## src/rtl/adpll_ctrl_pkg.sv

```systemverilog
// adpll_ctrl_pkg
//   Shared definitions for the NetworkADPLL lock controller: the 3-bit state
//   encoding, default gain / weight / threshold / count constants, and a
//   saturating two's-complement absolute-value helper.
//   Optional feature macro used by the controller: NADPLL_NEIGHBOUR_GATE_EN.
package adpll_ctrl_pkg;

   typedef enum logic [2:0] {
      ST_IDLE    = 3'd0,
      ST_ACQUIRE = 3'd1,
      ST_TRACK   = 3'd2,
      ST_LOCKED  = 3'd3,
      ST_FAULT   = 3'd4
   } adpll_state_e;

   localparam logic [2:0]  DEF_KP_ACQ        = 3'b100;
   localparam logic [3:0]  DEF_KI_ACQ        = 4'b0010;
   localparam logic [2:0]  DEF_KP_TRK        = 3'b010;
   localparam logic [3:0]  DEF_KI_TRK        = 4'b0001;
   localparam logic [3:0]  DEF_W_PRI         = 4'd2;
   localparam logic [3:0]  DEF_W_NET         = 4'd1;
   localparam logic [7:0]  DEF_LOCK_THRESH   = 8'd2;
   localparam logic [7:0]  DEF_UNLOCK_THRESH = 8'd6;
   localparam logic [15:0] DEF_LOCK_COUNT    = 16'd64;
   localparam logic [15:0] DEF_UNLOCK_COUNT  = 16'd4;
   localparam logic [15:0] DEF_ACQ_TIMEOUT   = 16'd4096;

   // |e| for a value sign-extended from 'width' bits into 32. The most
   // negative 'width'-bit value has no positive twin, so it saturates to
   // 2^(width-1)-1 instead of wrapping back to itself.
   function automatic logic [31:0] abs_sat(input logic signed [31:0] e,
                                           input int unsigned width);
      logic signed [31:0] most_neg;
      most_neg = -(32'sd1 <<< (width - 1));
      if (e == most_neg)
         return (32'd1 << (width - 1)) - 32'd1;
      else if (e < 32'sd0)
         return 32'(-e);
      else
         return 32'(e);
   endfunction

endpackage

```

## src/rtl/adpll_lock_controller_strobe.sv

```systemverilog
// adpll_sample_strobe
//   Brings the node feedback clock gen_div8 into the fpga_clk_i domain,
//   turns each rising edge into a one-cycle strobe and captures the phase
//   error on that strobe. 'valid' marks the cycle the captured sample is
//   presented to the sequencer (one cycle after the strobe).
// Ports:
//   clk, reset       system clock, synchronous active-high reset
//   gen_div8         asynchronous feedback clock
//   error            signed phase error (clk domain)
//   strobe           1-cycle pulse, 3 cycles after a gen_div8 rising edge
//   sample, valid    captured error and its qualifying pulse
import adpll_ctrl_pkg::*;

module adpll_sample_strobe #(
   parameter int PDET_WIDTH = 8
) (
   input  logic                         clk,
   input  logic                         reset,
   input  logic                         gen_div8,
   input  logic signed [PDET_WIDTH-1:0] error,
   output logic                         strobe,
   output logic signed [PDET_WIDTH-1:0] sample,
   output logic                         valid
);

   logic sync1, sync2, sync3;
   logic rise;

   assign rise = sync2 & ~sync3;

   always_ff @(posedge clk) begin
      if (reset) begin
         sync1  <= 1'b0;
         sync2  <= 1'b0;
         sync3  <= 1'b0;
         strobe <= 1'b0;
         sample <= '0;
         valid  <= 1'b0;
      end else begin
         sync1  <= gen_div8;
         sync2  <= sync1;
         sync3  <= sync2;
         strobe <= rise;
         valid  <= strobe;
         if (strobe)
            sample <= error;
      end
   end

endmodule

```

## src/rtl/adpll_lock_controller.sv

```systemverilog
// adpll_lock_controller
//   Start-up / acquisition / tracking / lock sequencer for one NetworkADPLL
//   node. Gates the phase accumulator, schedules loop-filter gains and the
//   four error-combiner weights. All outputs are registered and decoded from
//   the next state, so they change on the same edge as state_o.
// Ports:
//   fpga_clk_i, reset_i     clock, synchronous active-high reset
//   start_i, stop_i         level controls (stop has priority)
//   gen_div8_i              asynchronous node feedback clock (sample rate)
//   error_i                 signed local phase error
//   neighbour_locked_i      [0] right, [1] below neighbour locked
//   enable_o, kp_o, ki_o    accumulator enable and loop gains
//   weight_*_o              combiner weights
//   locked_o, fault_o       status
//   state_o                 current state encoding
// Optional feature: define NADPLL_NEIGHBOUR_GATE_EN to zero the right/below
// weights in TRACK/LOCKED while the corresponding neighbour is not locked.
//
//   state   | meaning
//   --------+-----------------------------------------------------------
//   IDLE    | accumulator off, waiting for start
//   ACQUIRE | high gains, left/above prioritised, lock and timeout counted
//   TRACK   | low gains, all weights equal, confirming lock
//   LOCKED  | as TRACK with locked_o, watching for sustained loss
//   FAULT   | acquisition timed out, held until stop or reset
import adpll_ctrl_pkg::*;

module adpll_lock_controller #(
   parameter int                       PDET_WIDTH    = 8,
   parameter int                       KP_WIDTH      = 3,
   parameter int                       KI_WIDTH      = 4,
   parameter int                       WEIGHT_WIDTH  = 4,
   parameter int                       CNT_WIDTH     = 16,
   parameter logic [KP_WIDTH-1:0]      KP_ACQ        = DEF_KP_ACQ,
   parameter logic [KI_WIDTH-1:0]      KI_ACQ        = DEF_KI_ACQ,
   parameter logic [KP_WIDTH-1:0]      KP_TRK        = DEF_KP_TRK,
   parameter logic [KI_WIDTH-1:0]      KI_TRK        = DEF_KI_TRK,
   parameter logic [WEIGHT_WIDTH-1:0]  W_PRI         = DEF_W_PRI,
   parameter logic [WEIGHT_WIDTH-1:0]  W_NET         = DEF_W_NET,
   parameter logic [PDET_WIDTH-1:0]    LOCK_THRESH   = DEF_LOCK_THRESH,
   parameter logic [PDET_WIDTH-1:0]    UNLOCK_THRESH = DEF_UNLOCK_THRESH,
   parameter logic [CNT_WIDTH-1:0]     LOCK_COUNT    = DEF_LOCK_COUNT,
   parameter logic [CNT_WIDTH-1:0]     UNLOCK_COUNT  = DEF_UNLOCK_COUNT,
   parameter logic [CNT_WIDTH-1:0]     ACQ_TIMEOUT   = DEF_ACQ_TIMEOUT
) (
   input  logic                         fpga_clk_i,
   input  logic                         reset_i,
   input  logic                         start_i,
   input  logic                         stop_i,
   input  logic                         gen_div8_i,
   input  logic signed [PDET_WIDTH-1:0] error_i,
   input  logic [1:0]                   neighbour_locked_i,
   output logic                         enable_o,
   output logic [KP_WIDTH-1:0]          kp_o,
   output logic [KI_WIDTH-1:0]          ki_o,
   output logic [WEIGHT_WIDTH-1:0]      weight_left_o,
   output logic [WEIGHT_WIDTH-1:0]      weight_above_o,
   output logic [WEIGHT_WIDTH-1:0]      weight_right_o,
   output logic [WEIGHT_WIDTH-1:0]      weight_below_o,
   output logic                         locked_o,
   output logic                         fault_o,
   output logic [2:0]                   state_o
);

   localparam logic [2:0] S_IDLE    = 3'(ST_IDLE);
   localparam logic [2:0] S_ACQUIRE = 3'(ST_ACQUIRE);
   localparam logic [2:0] S_TRACK   = 3'(ST_TRACK);
   localparam logic [2:0] S_LOCKED  = 3'(ST_LOCKED);
   localparam logic [2:0] S_FAULT   = 3'(ST_FAULT);

   function automatic logic [CNT_WIDTH-1:0] sat_inc(input logic [CNT_WIDTH-1:0] c);
      return (&c) ? c : c + {{(CNT_WIDTH-1){1'b0}}, 1'b1};
   endfunction

   // ---------------------------------------------------------------- sampling
   logic                         strobe;
   logic signed [PDET_WIDTH-1:0] sample;
   logic                         valid;

   adpll_sample_strobe #(
      .PDET_WIDTH (PDET_WIDTH)
   ) u_strobe (
      .clk      (fpga_clk_i),
      .reset    (reset_i),
      .gen_div8 (gen_div8_i),
      .error    (error_i),
      .strobe   (strobe),
      .sample   (sample),
      .valid    (valid)
   );

   logic [31:0] abs_err;
   logic        in_win;
   logic        out_win;

   assign abs_err = abs_sat(32'(sample), PDET_WIDTH);
   assign in_win  = abs_err <= 32'(LOCK_THRESH);
   assign out_win = abs_err >  32'(UNLOCK_THRESH);

   // -------------------------------------------------------------------- FSM
   logic [2:0]           state, state_n;
   logic [CNT_WIDTH-1:0] in_cnt, in_cnt_n;
   logic [CNT_WIDTH-1:0] out_cnt, out_cnt_n;
   logic [CNT_WIDTH-1:0] to_cnt, to_cnt_n;

   always_comb begin
      state_n   = state;
      in_cnt_n  = in_cnt;
      out_cnt_n = out_cnt;
      to_cnt_n  = to_cnt;

      if (stop_i) begin
         state_n   = S_IDLE;
         in_cnt_n  = '0;
         out_cnt_n = '0;
         to_cnt_n  = '0;
      end else begin
         case (state)
            S_IDLE: begin
               if (start_i) begin
                  state_n   = S_ACQUIRE;
                  in_cnt_n  = '0;
                  out_cnt_n = '0;
                  to_cnt_n  = '0;
               end
            end

            S_ACQUIRE: begin
               if (valid) begin
                  in_cnt_n = in_win ? sat_inc(in_cnt) : '0;
                  to_cnt_n = sat_inc(to_cnt);
                  // Lock is checked first so a simultaneous timeout loses.
                  if (in_cnt_n >= LOCK_COUNT) begin
                     state_n   = S_TRACK;
                     in_cnt_n  = '0;
                     out_cnt_n = '0;
                     to_cnt_n  = '0;
                  end else if (to_cnt_n >= ACQ_TIMEOUT) begin
                     state_n = S_FAULT;
                  end
               end
            end

            S_TRACK: begin
               if (valid) begin
                  if (out_win) begin
                     state_n   = S_ACQUIRE;
                     in_cnt_n  = '0;
                     out_cnt_n = '0;
                     to_cnt_n  = '0;
                  end else begin
                     in_cnt_n = in_win ? sat_inc(in_cnt) : '0;
                     if (in_cnt_n >= LOCK_COUNT) begin
                        state_n   = S_LOCKED;
                        in_cnt_n  = '0;
                        out_cnt_n = '0;
                     end
                  end
               end
            end

            S_LOCKED: begin
               if (valid) begin
                  out_cnt_n = out_win ? sat_inc(out_cnt) : '0;
                  if (out_cnt_n >= UNLOCK_COUNT) begin
                     state_n   = S_ACQUIRE;
                     in_cnt_n  = '0;
                     out_cnt_n = '0;
                     to_cnt_n  = '0;
                  end
               end
            end

            S_FAULT: begin
               state_n = S_FAULT;
            end

            default: begin
               state_n   = S_IDLE;
               in_cnt_n  = '0;
               out_cnt_n = '0;
               to_cnt_n  = '0;
            end
         endcase
      end
   end

   // ----------------------------------------------------------- output decode
   logic                    enable_n, locked_n, fault_n;
   logic [KP_WIDTH-1:0]     kp_n;
   logic [KI_WIDTH-1:0]     ki_n;
   logic [WEIGHT_WIDTH-1:0] w_left_n, w_above_n, w_right_n, w_below_n;
   logic [WEIGHT_WIDTH-1:0] w_right_net, w_below_net;

`ifdef NADPLL_NEIGHBOUR_GATE_EN
   assign w_right_net = neighbour_locked_i[0] ? W_NET : '0;
   assign w_below_net = neighbour_locked_i[1] ? W_NET : '0;
`else
   logic unused_neighbour;
   assign unused_neighbour = ^neighbour_locked_i;
   assign w_right_net      = W_NET;
   assign w_below_net      = W_NET;
`endif

   always_comb begin
      enable_n  = 1'b0;
      locked_n  = 1'b0;
      fault_n   = 1'b0;
      kp_n      = KP_ACQ;
      ki_n      = KI_ACQ;
      w_left_n  = '0;
      w_above_n = '0;
      w_right_n = '0;
      w_below_n = '0;
      case (state_n)
         S_ACQUIRE: begin
            enable_n  = 1'b1;
            w_left_n  = W_PRI;
            w_above_n = W_PRI;
         end
         S_TRACK, S_LOCKED: begin
            enable_n  = 1'b1;
            locked_n  = (state_n == S_LOCKED);
            kp_n      = KP_TRK;
            ki_n      = KI_TRK;
            w_left_n  = W_NET;
            w_above_n = W_NET;
            w_right_n = w_right_net;
            w_below_n = w_below_net;
         end
         S_FAULT: begin
            fault_n = 1'b1;
         end
         default: ;
      endcase
   end

   // -------------------------------------------------------------- registers
   always_ff @(posedge fpga_clk_i) begin
      if (reset_i) begin
         state          <= S_IDLE;
         in_cnt         <= '0;
         out_cnt        <= '0;
         to_cnt         <= '0;
         enable_o       <= 1'b0;
         locked_o       <= 1'b0;
         fault_o        <= 1'b0;
         kp_o           <= KP_ACQ;
         ki_o           <= KI_ACQ;
         weight_left_o  <= '0;
         weight_above_o <= '0;
         weight_right_o <= '0;
         weight_below_o <= '0;
      end else begin
         state          <= state_n;
         in_cnt         <= in_cnt_n;
         out_cnt        <= out_cnt_n;
         to_cnt         <= to_cnt_n;
         enable_o       <= enable_n;
         locked_o       <= locked_n;
         fault_o        <= fault_n;
         kp_o           <= kp_n;
         ki_o           <= ki_n;
         weight_left_o  <= w_left_n;
         weight_above_o <= w_above_n;
         weight_right_o <= w_right_n;
         weight_below_o <= w_below_n;
      end
   end

   assign state_o = state;

endmodule
```

## config.mk

```make
export PLATFORM = sky130hd
export DESIGN_NAME = adpll_lock_controller
export DESIGN_NICKNAME = d
export VERILOG_FILES = /design/src/rtl/adpll_ctrl_pkg.sv /design/src/rtl/adpll_lock_controller_strobe.sv /design/src/rtl/adpll_lock_controller.sv
export SDC_FILE = /design/constraint.sdc
export NUM_CORES = 1
export LEC_CHECK = 0
export ABC_CLOCK_PERIOD_IN_PS = 2700
export BUFFER_PORTS_ARGS = -buffer_cell sky130_fd_sc_hd__buf_2
export CAP_MARGIN = 20
export CORE_ASPECT_RATIO = 1.75
export CORE_MARGIN = 2
export CORE_UTILIZATION = 54
export CTS_BUF_LIST = sky130_fd_sc_hd__clkbuf_2 sky130_fd_sc_hd__clkbuf_4 sky130_fd_sc_hd__clkbuf_8
export DETAILED_ROUTE_END_ITERATION = 6
export PLACE_DENSITY_LB_ADDON = 0.3
export SETUP_SLACK_MARGIN = 0.05
export SLEW_MARGIN = 20
export SYNTH_ARGS = -nofsm -noshare
export SYNTH_HDL_FRONTEND = slang
export SYNTH_SLANG_ARGS = --single-unit
```

## constraint.sdc

```tcl
create_clock -name fpga_clk_i -period 2.7 [get_ports fpga_clk_i]
set_input_delay 0.27 -clock fpga_clk_i [delete_from_list [all_inputs] [get_ports fpga_clk_i]]
set_output_delay 0.27 -clock fpga_clk_i [all_outputs]
set_load 0.02 [all_outputs]
```

## Yosys cells after proc, flatten, opt, wreduce, memory -nomap -nowiden

Cells that the tools add are included.

- Add/subtract/negate cells: 4
- Magnitude comparators: 6
- Equal/unequal tests: 15
- Mux-type cells: 44
- Bitwise gates (word level): 4
- Reductions and logical operators: 11

Operators with widths:

| operator | count |
|---|---|
| two-way mux 16 bit | 22 |
| case mux 16 bit (5 select lines) | 3 |
| two-way mux 32 bit | 2 |
| adder 16 x 1 -> 16 bit, second input constant | 3 |
| AND reduction 16 bit | 3 |
| two-way mux 3 bit | 11 |
| greater-than comparator 32 x 3 -> 1 bit, second input constant | 1 |
| <= comparator 32 x 2 -> 1 bit, second input constant | 1 |
| negator 8 -> 32 bit | 1 |
| greater-or-equal comparator 16 x 13 -> 1 bit, second input constant | 1 |
| greater-or-equal comparator 16 x 3 -> 1 bit, second input constant | 1 |
| greater-or-equal comparator 16 x 7 -> 1 bit, second input constant | 1 |
| case mux 3 bit (5 select lines) | 1 |
| == test 3 x 2 -> 1 bit, second input constant | 4 |
| == test 8 bit, second input constant | 1 |
| < comparator 8 x 1 -> 1 bit, second input constant | 1 |
| AND reduction 7 bit | 1 |
| == test 3 x 1 -> 1 bit, second input constant | 2 |
| == test 3 bit, second input constant | 2 |
| inequality test 2 x 1 -> 1 bit, second input constant | 3 |
| inequality test 2 bit, second input constant | 3 |
| AND reduction 6 bit | 1 |
| OR reduction 2 bit | 3 |
| AND reduction 5 bit | 1 |
| 7 further kinds | 11 |

- Register bits: 82
- Bits of input ports: 15
- Output and inout bits: 29
- Logic and storage cells: 101

## Logic depth before layout (Yosys ltp)

- Word-level depth: 15
- Depth in mapped cells: 12

## Hierarchy

Synthesis repeated with hierarchy kept, for this count alone.

- Cells, all modules: 456
- Area total of the unflattened synthesis: 3943.8 um^2

Modules (own cells, without submodules):

| module | instances | cells each | area an instance (um^2) |
|---|---|---|---|
| adpll_lock_controller | 1 | 420 | 3525.9 |
| adpll_sample_strobe | 1 | 36 | 417.9 |

## Least setup slack after synthesis

Ideal clock, no wire load.

- Path type: reg2reg
- Start point: register in_cnt[1]
- End point: register out_cnt[7]
- Setup time: 0.059 ns
- Data arrival time: 2.844 ns
- Data required time: 2.641 ns
- Slack: -0.203 ns
- Stages on the path, launching flop included: 11
- Cells stage by stage: dfxtp_1 > ha_1 > nand4_1 > or3_1 > mux2i_1 > a2111oi_1 > a21oi_2 > or4b_1 > a21oi_2 > buf_6 > and2_1

- Word-level cells in the longest chain between the ends: 8
- Elaborated cells on any way between the ends: 10
- Classes of those cells: 1 x add/sub; 1 x order compare; 7 x mux; 1 x reduce/logical

RTL lines:

| what | RTL line | RTL |
|---|---|---|
| from (decl) | adpll_lock_controller.sv:102 | `logic [CNT_WIDTH-1:0] in_cnt, in_cnt_n;` |
| from (signal assigned) | adpll_lock_controller.sv:256 | `in_cnt <= in_cnt_n;` |
| adder 16 x 1 -> 16 bit / AND reduction 16 bit (equally long branches) | adpll_lock_controller.sv:72 | `return (&c) ? c : c + {{(CNT_WIDTH-1){1'b0}}, 1'b1};` |
| two-way mux 16 bit (*) | adpll_lock_controller.sv:72 |  |
| two-way mux 16 bit (*) | adpll_lock_controller.sv:130, adpll_lock_controller.sv:152 |  |
| greater-or-equal comparator 16 x 7 -> 1 bit (*) | adpll_lock_controller.sv:133, adpll_lock_controller.sv:153 |  |
| two-way mux 16 bit (*) | n/a |  |
| two-way mux 16 bit (2 in a row) | n/a |  |
| case mux 16 bit (5 select lines) (*) | n/a |  |
| to (signal assigned) | adpll_lock_controller.sv:257 | `out_cnt <= out_cnt_n;` |
| to (decl) | adpll_lock_controller.sv:103 | `logic [CNT_WIDTH-1:0] out_cnt, out_cnt_n;` |

Mark *: on every way between the ends. The rest lies on a longest branch, timed or not. The select of a mux whose other input is x is not followed.
A chain may end at the register's enable or synchronous reset.

## Final worst setup path

- Start point: register in_cnt[8]
- End point: register out_cnt[1]

The elaborated chain is that of the path after synthesis.

==> results.ini <==
[timing]
final_min_period_over_clock_period_pct = 99.6
setup_slack_ns = 0.0102
timing.final.crit_period_ns = 2.69
max_clock_freq_ghz = 0.372
slew_violations = 0
clock-skew-final_ns = 0.0119
finalHoldViolCount = 0
unrepaired_setup_endpoints_after_global_routing = yes
slew_headroom_pct = 60.9
transition_at_the_pin_with_the_smallest_max_transition_slack_ns = 0.587
hold_ws_ns = 0.131
setup-violations-final = 0

[pwr]
total_power_w = 0.00226
combinationalPowerShare_pct = 10.1
power.switching_fraction_pct = 24.6
clock_power_share_pct = 42.9
irDropWorstVdd_uv = 496
p_per_cell_area_nw_per_um2 = 484
power.sequential.fraction_pct = 47.0
p_switching_w = 0.000557
power.static_leakage_nw = 1.82
internal-power_w = 0.00171

[global_routing]
grt_start_max_net_pins = 26
initial_antenna_violation_count = 0
met1_usage_pct = 25.3
gr_util_met2_pct = 44.8
wire_length_of_the_first_global_routing_pass_um = 14500
grt_use_total_pct = 24.7
busiest_layer = met2
grt_pass1_vias = 3417
gr-usage-met3_pct = 4.83
gr-total-overflow = 0

[synth]
synth_area_um2 = 3690
ys_seq_elements = 71
synth_cell_types = 59
post-synth-top-area-fraction_pct = 38.5
yosysTopAreaCell = sky130_fd_sc_hd__dfxtp_1
dominantRegCellSynth = sky130_fd_sc_hd__dfxtp_1
synth-warning-count = 0
synth_edf_count = 0
post_synth_inst_count = 453
portion_of_the_post_synthesis_area_used_by_sequential_elements_pct = 38.5
synth_top_cells_by_area = sky130_fd_sc_hd__dfxtp_1, sky130_fd_sc_hd__a21oi_1, sky130_fd_sc_hd__buf_4, sky130_fd_sc_hd__nand2_1, sky130_fd_sc_hd__nor2_1
synth.avg_cell_area_um2 = 8.15
synth_top_cells_by_count = sky130_fd_sc_hd__dfxtp_1, sky130_fd_sc_hd__a21oi_1, sky130_fd_sc_hd__nand2_1
yosysMostFrequentCell = sky130_fd_sc_hd__dfxtp_1
async_reset_ff_share_pct = 0

[clock_network]
clockBufferDepth = 2
clk_transition_reported_paths_ns = 0.07
hold_buffers = 0
cts_htree_levels = 3
cts_inserted_buffers = 9
cts.root.buffer_cell = sky130_fd_sc_hd__clkbuf_8
worstSkewPairLatency_ns = 0.36
clock_sink_count = 71
tritoncts = yes

[setup_path]
critical_path_class = reg -> reg
worstPathRequired_ns = 2.99
cp-start-kind = flop
critPathCaptureType = flop
worstPathArrival_ns = 2.98
critical_path.max_fanout = 8

[die]
die_area_um2 = 7540
io-pin-count = 44
rows = 39
fp.dieW_um = 66.5
start_util_pct = 56.0
coreArea_um2 = 6590
die_h_um = 113

[drt]
drtPass1Iterations = 5
antenna_violating_nets_post_route = 0
total_number_of_vias = 3628
detailedRoute.firstIterationViolations = 181
avgRoutedWirePerCell_um = 15.8
drt-vias-per-instance = 6.01
finalWirelength_um = 9570
drc = 0

[placed_design]
gp_congestion = 0.959
hpwl_um = 6160
dpl-instance-area_um2 = 4060
buffer_ports.inserted = 28
pre_cts_ws_ns = -0.257

[final_layout]
layout-drive-gt1-share_pct = 30.8
antennaDiodeCount = 0
layout.cell_area.non_filler_um2 = 4670
nNetsFinal = 536
area_growth_syn_to_layout_pct = 26.6
fin_util_pct = 71.0

[run_status]
run_status = finished, final reports clean

[min_path]
timing.hold.worst.class = in -> reg

[job]
timing.max_cap.violations = 0

[sequential cells by signal, summed over array words and instances (netlist names)]
register and cells:
state_o 3, u_strobe.sync1 1, to_cnt 16, u_strobe.sync2 1
u_strobe.valid 1, kp_o 2, in_cnt 16, fault_o 1
locked_o 1, weight_above_o 2, out_cnt 16, u_strobe.sync3 1
enable_o 1, u_strobe.strobe 1, u_strobe.sample 8
[power groups by stage]
stage               sequential, W  combinational [W]  clock [W]
floorplan                 0.00109           0.000144          0
global route              0.00106           0.000248    0.00102
finish                    0.00106           0.000229   0.000971
global placement          0.00109           0.000178          0
detailed placement        0.00109           0.000181          0
CTS                       0.00106           0.000196   0.000979
[placed cells by master (no fill, tap or decap), drive strengths merged, types with 4 or more instances in the layout]
master / netlist / final
buf: 21 / 75
dfxtp: 71 / 71
a21oi: 42 / 42
nand2: 36 / 36
nor2: 35 / 35
nand3: 24 / 24
nor3: 22 / 22
and2: 18 / 18
inv: 17 / 17
and3: 13 / 13
conb: 1 / 13
nand4: 12 / 12
clkbuf: 15 / 11
mux2i: 11 / 11
or3: 10 / 10
or2: 7 / 9
nor2b: 8 / 8
o22ai: 7 / 7
nor4: 7 / 7
nand3b: 5 / 5
o21ai: 5 / 5
o31ai: 5 / 5
nand2b: 4 / 4
and4: 4 / 4
a211oi: 4 / 4
ha: 4 / 4
[area by class of cell]
class | count | area [um^2]
clock buffers | 11 | 151
repair buffers | 75 | 508
fillers | 522 | 1910
multi-input cells | 343 | 2330
flip-flops and latches | 71 | 1440
well taps | 82 | 103
inverters | 17 | 63.8
clock inverters | 5 | 80.1
[stage by stage]
step	TNS, ns	cells
after CTS	-0.173	601
after global placement	-1.05	577
after detailed placement	-3.32	577
final	0	604
after floorplan	0	465
after global routing	-1.47	604
[what timing repair did]
item,CTS,global route
buffers inserted,7,1
cloned,1,2
pin swaps,18,17
gates resized for setup,29,42
setup endpoints to repair,57,54
[layer usage]
| metal | wire length (um) | vias up | part of all wire, % |
|---|---|---|---|
| li1 | - | 1748 | - |
| met2 | 5160 | 131 | 54 |
| met3 | 503 | 40 | 5.3 |
| met5 | 0 | - | 0 |
| met1 | 3470 | 1709 | 36 |
| met4 | 433 | 0 | 4.5 |
[critical path: stages, from the launching register on]
cell and delay, ns:
sky130_fd_sc_hd__dfxtp_2 0.36, sky130_fd_sc_hd__nand4_2 0.14, sky130_fd_sc_hd__buf_4 0.18, sky130_fd_sc_hd__nor4_4 0.32, sky130_fd_sc_hd__a21oi_2 0.13, sky130_fd_sc_hd__a2111oi_4 0.40
sky130_fd_sc_hd__a21oi_4 0.10, sky130_fd_sc_hd__or4b_4 0.51, sky130_fd_sc_hd__a21oi_4 0.19, sky130_fd_sc_hd__buf_6 0.15, sky130_fd_sc_hd__a22o_1 0.14
[worst paths after layout]
check / slack [ns] / cells after the start / startpoint / endpoint
hold reg to reg: 0.39 / 1 / u_strobe.sync3$_SDFF_PP0_ / u_strobe.strobe$_SDFF_PP0_
setup reg to reg: 0.01 / 10 / in_cnt[8]$_SDFFE_PP0P_ / out_cnt[1]$_SDFFE_PP0P_
setup / recovery: 0.01 / 10 / in_cnt[8]$_SDFFE_PP0P_ / out_cnt[1]$_SDFFE_PP0P_
hold / removal: 0.13 / 2 / gen_div8_i / u_strobe.sync1$_SDFF_PP0_
[cells by family (layout without fill, tap and decap cells)]
logic type / after synthesis / in the layout / synth area share, %
compound gates: 92 / 92 / 16.4
fa+ha+maj: 4 / 4 / 1.36
xor+xnor: 6 / 6 / 1.42
other cells: 1 / 13 / 0.102
flops: 71 / 71 / 38.5
buf+inv: 53 / 108 / 7.56
mux: 14 / 14 / 3.90
simple gates: 212 / 214 / 30.8
Note: power is estimated with default switching activity, not from simulation.
